<file path="config.mk">
export PLATFORM = sky130hd
export DESIGN_NAME = bitmap_index_serializer_flat
export DESIGN_NICKNAME = d
export VERILOG_FILES = /design/src/rtl/bitmap_index_serializer_if.sv /design/src/rtl/bitmap_index_serializer.sv /design/src/flat_wrapper.sv
export SDC_FILE = /design/constraint.sdc
export NUM_CORES = 1
export LEC_CHECK = 0
export BUFFER_PORTS_ARGS = -buffer_cell sky130_fd_sc_hd__buf_2
export CORE_AREA = 2 2 79 81
export DETAILED_ROUTE_END_ITERATION = 12
export DIE_AREA = 0 0 81 83
export PLACE_DENSITY = 0.51
export SYNTH_ARGS = -nofsm -noshare
export SYNTH_HDL_FRONTEND = slang
export SYNTH_SLANG_ARGS = --single-unit
</file>
<file path="constraint.sdc">
create_clock -name clk -period 5.53 [get_ports clk]
set_input_delay 1.659 -clock clk [delete_from_list [all_inputs] [get_ports clk]]
set_output_delay 1.659 -clock clk [all_outputs]
set_load 0.01 [all_outputs]
</file>
<file path="src/rtl/bitmap_index_serializer_if.sv">
// ============================================================================
// Module   : bitmap_index_serializer_if
// Purpose  : Bitmap input stream and index output stream of the serializer.
// Revision : 1.0 - initial release
// ============================================================================
`default_nettype none

interface bitmap_index_serializer_if #(
   parameter int W     = 16,
   parameter int TAG_W = 8
);
   localparam int c_idx_w = $clog2(W);

   logic               in_valid;
   logic               in_ready;
   logic [W-1:0]       in_bitmap;
   logic [TAG_W-1:0]   in_tag;
   logic               out_valid;
   logic               out_ready;
   logic [c_idx_w-1:0] out_index;
   logic [TAG_W-1:0]   out_tag;
   logic               out_last;
   logic               busy;

   // Producer of bitmaps and consumer of indices
   modport master (
      output in_valid, in_bitmap, in_tag, out_ready,
      input  in_ready, out_valid, out_index, out_tag, out_last, busy
   );

   modport slave (
      input  in_valid, in_bitmap, in_tag, out_ready,
      output in_ready, out_valid, out_index, out_tag, out_last, busy
   );
endinterface

`default_nettype wire

</file>
<file path="src/rtl/bitmap_index_serializer.sv">
// ============================================================================
// Module   : bitmap_index_serializer
// Purpose  : Emits one index per set bit of an accepted bitmap, lowest first.
//            Optional: BITMAP_INDEX_SERIALIZER_PREFETCH_EN accepts the next
//            bitmap in the same cycle the last index is consumed.
// Revision : 1.0 - initial release
// ============================================================================
`default_nettype none

module priority_encoder #(
   parameter int W = 16
) (
   input  wire logic [W-1:0]         req,
   output logic                      valid,
   output logic [$clog2(W)-1:0]      index
);
   localparam int c_idx_w = $clog2(W);

   always_comb begin
      valid = |req;
      index = '0;
      // Descending scan so the lowest set bit is the last to win
      for (int i = W - 1; i >= 0; i--) begin
         if (req[i]) begin
            index = i[c_idx_w-1:0];
         end
      end
   end
endmodule

module bitmap_index_serializer #(
   parameter int W     = 16,
   parameter int TAG_W = 8
) (
   input  wire logic                  clk,
   input  wire logic                  rst,
   bitmap_index_serializer_if.slave   bus
);
   localparam int c_idx_w = $clog2(W);

   typedef enum logic [0:0] {
      IDLE  = 1'b0,
      DRAIN = 1'b1
   } state_t;

   state_t             r_state;
   logic [W-1:0]       r_mask;
   logic [TAG_W-1:0]   r_tag;

   logic               w_sel_valid;
   logic [c_idx_w-1:0] w_index;
   logic [W-1:0]       w_rest;
   logic               w_last;
   logic               w_in_fire;

   priority_encoder #(.W(W)) u_pe (
      .req   (r_mask),
      .valid (w_sel_valid),
      .index (w_index)
   );

   always_comb begin
      w_rest          = r_mask;
      w_rest[w_index] = 1'b0;
   end

   // Gated by the encoder so an empty mask never reports a last index
   assign w_last = w_sel_valid && (w_rest == '0);

`ifdef BITMAP_INDEX_SERIALIZER_PREFETCH_EN
   assign bus.in_ready = (r_state == IDLE) || (bus.out_ready && w_last);
`else
   assign bus.in_ready = (r_state == IDLE);
`endif

   assign w_in_fire     = bus.in_valid && bus.in_ready;
   assign bus.out_valid = (r_state == DRAIN);
   assign bus.busy      = (r_state == DRAIN);
   assign bus.out_index = w_index;
   assign bus.out_tag   = r_tag;
   assign bus.out_last  = w_last;

   always_ff @(posedge clk or posedge rst) begin
      if (rst) begin
         r_state <= IDLE;
         r_mask  <= '0;
         r_tag   <= '0;
      end else begin
         case (r_state)
            IDLE: begin
               if (w_in_fire && (bus.in_bitmap != '0)) begin
                  r_mask  <= bus.in_bitmap;
                  r_tag   <= bus.in_tag;
                  r_state <= DRAIN;
               end
            end
            DRAIN: begin
               if (bus.out_ready) begin
                  if (w_last) begin
`ifdef BITMAP_INDEX_SERIALIZER_PREFETCH_EN
                     if (w_in_fire) begin
                        r_mask  <= bus.in_bitmap;
                        r_tag   <= bus.in_tag;
                        r_state <= (bus.in_bitmap != '0) ? DRAIN : IDLE;
                     end else begin
                        r_mask  <= '0;
                        r_state <= IDLE;
                     end
`else
                     r_mask  <= '0;
                     r_state <= IDLE;
`endif
                  end else begin
                     r_mask <= w_rest;
                  end
               end
            end
            default: begin
               r_state <= IDLE;
               r_mask  <= '0;
            end
         endcase
      end
   end
endmodule

`default_nettype wire

</file>
<file path="src/flat_wrapper.sv">
// flat-port wrapper written by rule: the top's interface ports become plain ports
module bitmap_index_serializer_flat 
#(
   parameter int W     = 16,
   parameter int TAG_W = 8
)
  (clk, rst, bus_in_valid, bus_in_bitmap, bus_in_tag, bus_out_ready, bus_in_ready, bus_out_valid, bus_out_index, bus_out_tag, bus_out_last, bus_busy);
  bitmap_index_serializer_if #(.W(W), .TAG_W(TAG_W)) bus_i ();
  input  wire logic clk;
  input  wire logic rst;
  input wire logic [$bits(bus_i.in_valid)-1:0] bus_in_valid;
  input wire logic [$bits(bus_i.in_bitmap)-1:0] bus_in_bitmap;
  input wire logic [$bits(bus_i.in_tag)-1:0] bus_in_tag;
  input wire logic [$bits(bus_i.out_ready)-1:0] bus_out_ready;
  output wire logic [$bits(bus_i.in_ready)-1:0] bus_in_ready;
  output wire logic [$bits(bus_i.out_valid)-1:0] bus_out_valid;
  output wire logic [$bits(bus_i.out_index)-1:0] bus_out_index;
  output wire logic [$bits(bus_i.out_tag)-1:0] bus_out_tag;
  output wire logic [$bits(bus_i.out_last)-1:0] bus_out_last;
  output wire logic [$bits(bus_i.busy)-1:0] bus_busy;
  assign bus_i.in_valid = bus_in_valid;
  assign bus_i.in_bitmap = bus_in_bitmap;
  assign bus_i.in_tag = bus_in_tag;
  assign bus_i.out_ready = bus_out_ready;
  assign bus_in_ready = bus_i.in_ready;
  assign bus_out_valid = bus_i.out_valid;
  assign bus_out_index = bus_i.out_index;
  assign bus_out_tag = bus_i.out_tag;
  assign bus_out_last = bus_i.out_last;
  assign bus_busy = bus_i.busy;
  bitmap_index_serializer #(.W(W), .TAG_W(TAG_W)) u_core (.clk(clk), .rst(rst), .bus(bus_i));
endmodule
</file>
==> results.md <==
* PortBufs at 43
* Final Power at 1.134 mW
* Max-Slew Margin vs Limit at 0.3321
* Core box area at 5816 µm²
* Largest family of logic cells by synthesized area: simple AND/OR/NAND/NOR gates
* Worst path required time at between 3 and 4 ns
* DRC Markers at 0
* Max Cap Violations at 0
* Initial Utilization at 0.2930
* Most common cell after layout, fill and taps aside: buf_2
* Post-layout instance area at approximately 2000 µm²
* Placed insts at 292
* Register area share after synthesis at 0.3671
* Max IR drop VDD at 0.1508 mV
* Worst R2R End: u_core.bus.busy
* Cts bufs inserted at 3
* Non-Filler Instances at 296
* Run status: complete, no violations
* HPWL Detailed at 4.119 mm
* Post-CTS Hold Fix Bufs at 0
* Syn. warnings at 0
* Tot GR Track Use at 0.1643
* FMAX at 0.2343 GHz
* Vias in the first global route at 1649
* Largest net degree at the start of global routing at 26
* Register area at 625.6 µm²
* Mapped Nets at roughly 210
* Crit Path Class: reg -> out
* Setup TNS at 0 ns
* Drt total wl at roughly 5.3 mm
* Number of antenna diodes at 0
* Number of fill cells at 644
* Crit end category: output port
* First-pass GRT wire length at about 8.6 mm
* Initial antenna violation count at 0
* WL/cell at 17.90 µm
* Vias at 1626
* Period Utilization, post-route at 0.7717
* Synth Register Bits at 25
* First DRT Iteration DRCs at roughly 120
* CTS tree: done
* Syn Std Cell Area at roughly 1700 µm²
* Area of the die at 6723 µm²
* Drt pass-1 iters at 4
* Max clock buf depth at 2
* Skew-Pair Late Insertion Delay at around 0.28 ns
* Cell Pwr Density at 569.0 nW/µm²
* Final GP Congestion at between 0.9 and 1
* Fin crit period at 4.268 ns
* ANT nets after route at 0
* Post-CTS Setup Bufs at 0
* Hold Path Cell Cnt at 1
* # IOs at 44
* Post-synth EDFFs at 0
* Mux cell area share after synthesis at 0.09398
* Hold Worst Slack at 0.5098 ns
* Leakage Power at roughly 0.86 nW
* Hold EP: u_core.bus.out_tag[3]
* Hold path start: u_core.bus.out_tag[3]
* Slew @ Worst Pin at 1.001 ns
* DIE HEIGHT at 83 µm
* Layout Skew at ~0.0064 ns
* Worst-path clk slew at about 0.1 ns
* Row cnt at 28
* Multi-input gate area at 955.9 µm²
* Compound-gate portion of the synthesized area at 0.2166
* Die width at 81 µm
* Area Growth Syn to Fin at 16.96%
* Synth Flop Type: dfrtp_1
* CP Max Fanout at 9
* Worst reg-to-reg setup slack at 3.13 ns
* DP Area at between 1500 and 2000 µm²
* Most frequent cells in the layout: buf_2 (43), dfrtp_1 (25), nor2_1 (19)
* Layout cells sized above 1 at 0.3167
* Vias per cell at ~5.5
* Asr flop ratio synth at 1.000
* Critical Path AT at around 2.6 ns
* PostCTS Resize Cnt at 0
* Layout net count at 250
* Finish-stage setup viols at 0
* H-tree depth at 1
* Fin. Hold Viols at 0
* Post-Synth Simple-Gate Area at 0.2386
* Reg-to-Reg Start: u_core.r_mask[7]
* Hold/Removal Path Class: reg -> reg
* Clock tree sinks at 25
* Grt total ovfl at 0
* Pins Over Slew Limit at 0
* CTS Root Cell: clkbuf_8
* Worst setup SP type: flop
* Post-synthesis adder-cell area fraction at 0.006608
* Post-Syn Instances at ~190
* Syn Area/Cell at 9.212 µm²
* Unrepaired setup endpoints after global routing: no
* Cells on worst reg2reg path at 6
* Post-Synth XOR/XNOR Area at 0.005140
* Netlist cell types at 51
worst max path at each step:
stage	start	end	slack, ns	cells after the start
after detailed placement	u_core.r_mask[7]	bus_out_last	1.58	7
after global placement	u_core.r_mask[7]	bus_out_last	1.57	7
final	u_core.r_mask[7]	bus_out_last	1.26	7
after CTS	u_core.r_mask[7]	bus_out_last	1.25	7
after floorplan	u_core.r_mask[3]	bus_out_last	1.90	7
after global routing	u_core.r_mask[7]	bus_out_last	1.13	7
layout make-up:
cell class | count | area share
multi-input combinational | 137 | 0.4796
inverter | 10 | 0.01883
timing repair buffer | 45 | 0.1155
tap | 75 | 0.04708
clock inverter | 1 | 0.004394
clock buffer | 3 | 0.02072
sequential | 25 | 0.3139
layer usage:
| layer | global-route usage | wire length [µm] |
|---|---|---|
| met1 | 0.2191 | 2312 |
| met2 | 0.2727 | 2645 |
| met3 | 0.01957 | 246 |
| met4 | 0.05239 | 93 |
| met5 | 0 | 0 |
metrics by stage:
step / worst slack (ns) / util
3_3_place_gp: 1.573 / 0.3341
3_5_place_dp: 1.585 / 0.3341
5_1_grt: 1.127 / 0.3427
4_1_cts: 1.250 / 0.3427
6_report: 1.262 / 0.3427
2_1_floorplan: 1.904 / -
kinds of logic after synthesis:
logic type | Yosys count
simple gates | 66
buf+inv | 23
xor+xnor | 1
fa+ha+maj | 1
flops | 25
mux | 15
compound gates | 54
sequential cells by signal, indices dropped and copies added, names as in the netlist:
signal / flops
u_core.bus.busy: 1
u_core.bus.out_tag: 8
u_core.r_mask: 16
Yosys cell counts (all sizes together) (2+ instances only):
cell | n | area [µm²]
a211oi | 3 | 22.52
a21oi | 13 | 68.82
a22o | 6 | 52.55
a31o | 2 | 17.52
buf | 8 | 66.31
clkbuf | 5 | 18.77
dfrtp | 25 | 625.6
inv | 10 | 37.54
mux2 | 8 | 90.09
mux2i | 7 | 70.07
nand2 | 10 | 45.04
nand2b | 2 | 12.51
nand3 | 4 | 20.02
nand4 | 3 | 25.02
nor2 | 19 | 71.32
nor3 | 4 | 20.02
nor4 | 12 | 111.4
o21ai | 15 | 78.82
o21bai | 2 | 15.01
o31ai | 4 | 35.03
or3 | 2 | 12.51
or4 | 4 | 37.53
critical path: stages, from the launching register on:
cell	delay [ns]
dfrtp_1	0.54
nor4_4	0.55
nand2_4	0.14
or4_4	0.45
o21ai_2	0.14
nand4_1	0.10
and4b_1	0.27
buf_2	0.13
report_power, final:
part	internal [mW]	total, mW	switching [mW]
logic	0.278	0.646	0.368
clock network	0.0531	0.125	0.0717
registers	0.253	0.363	0.111
total	0.584	1.13	0.550
Note: power is estimated with default switching activity, not from simulation.
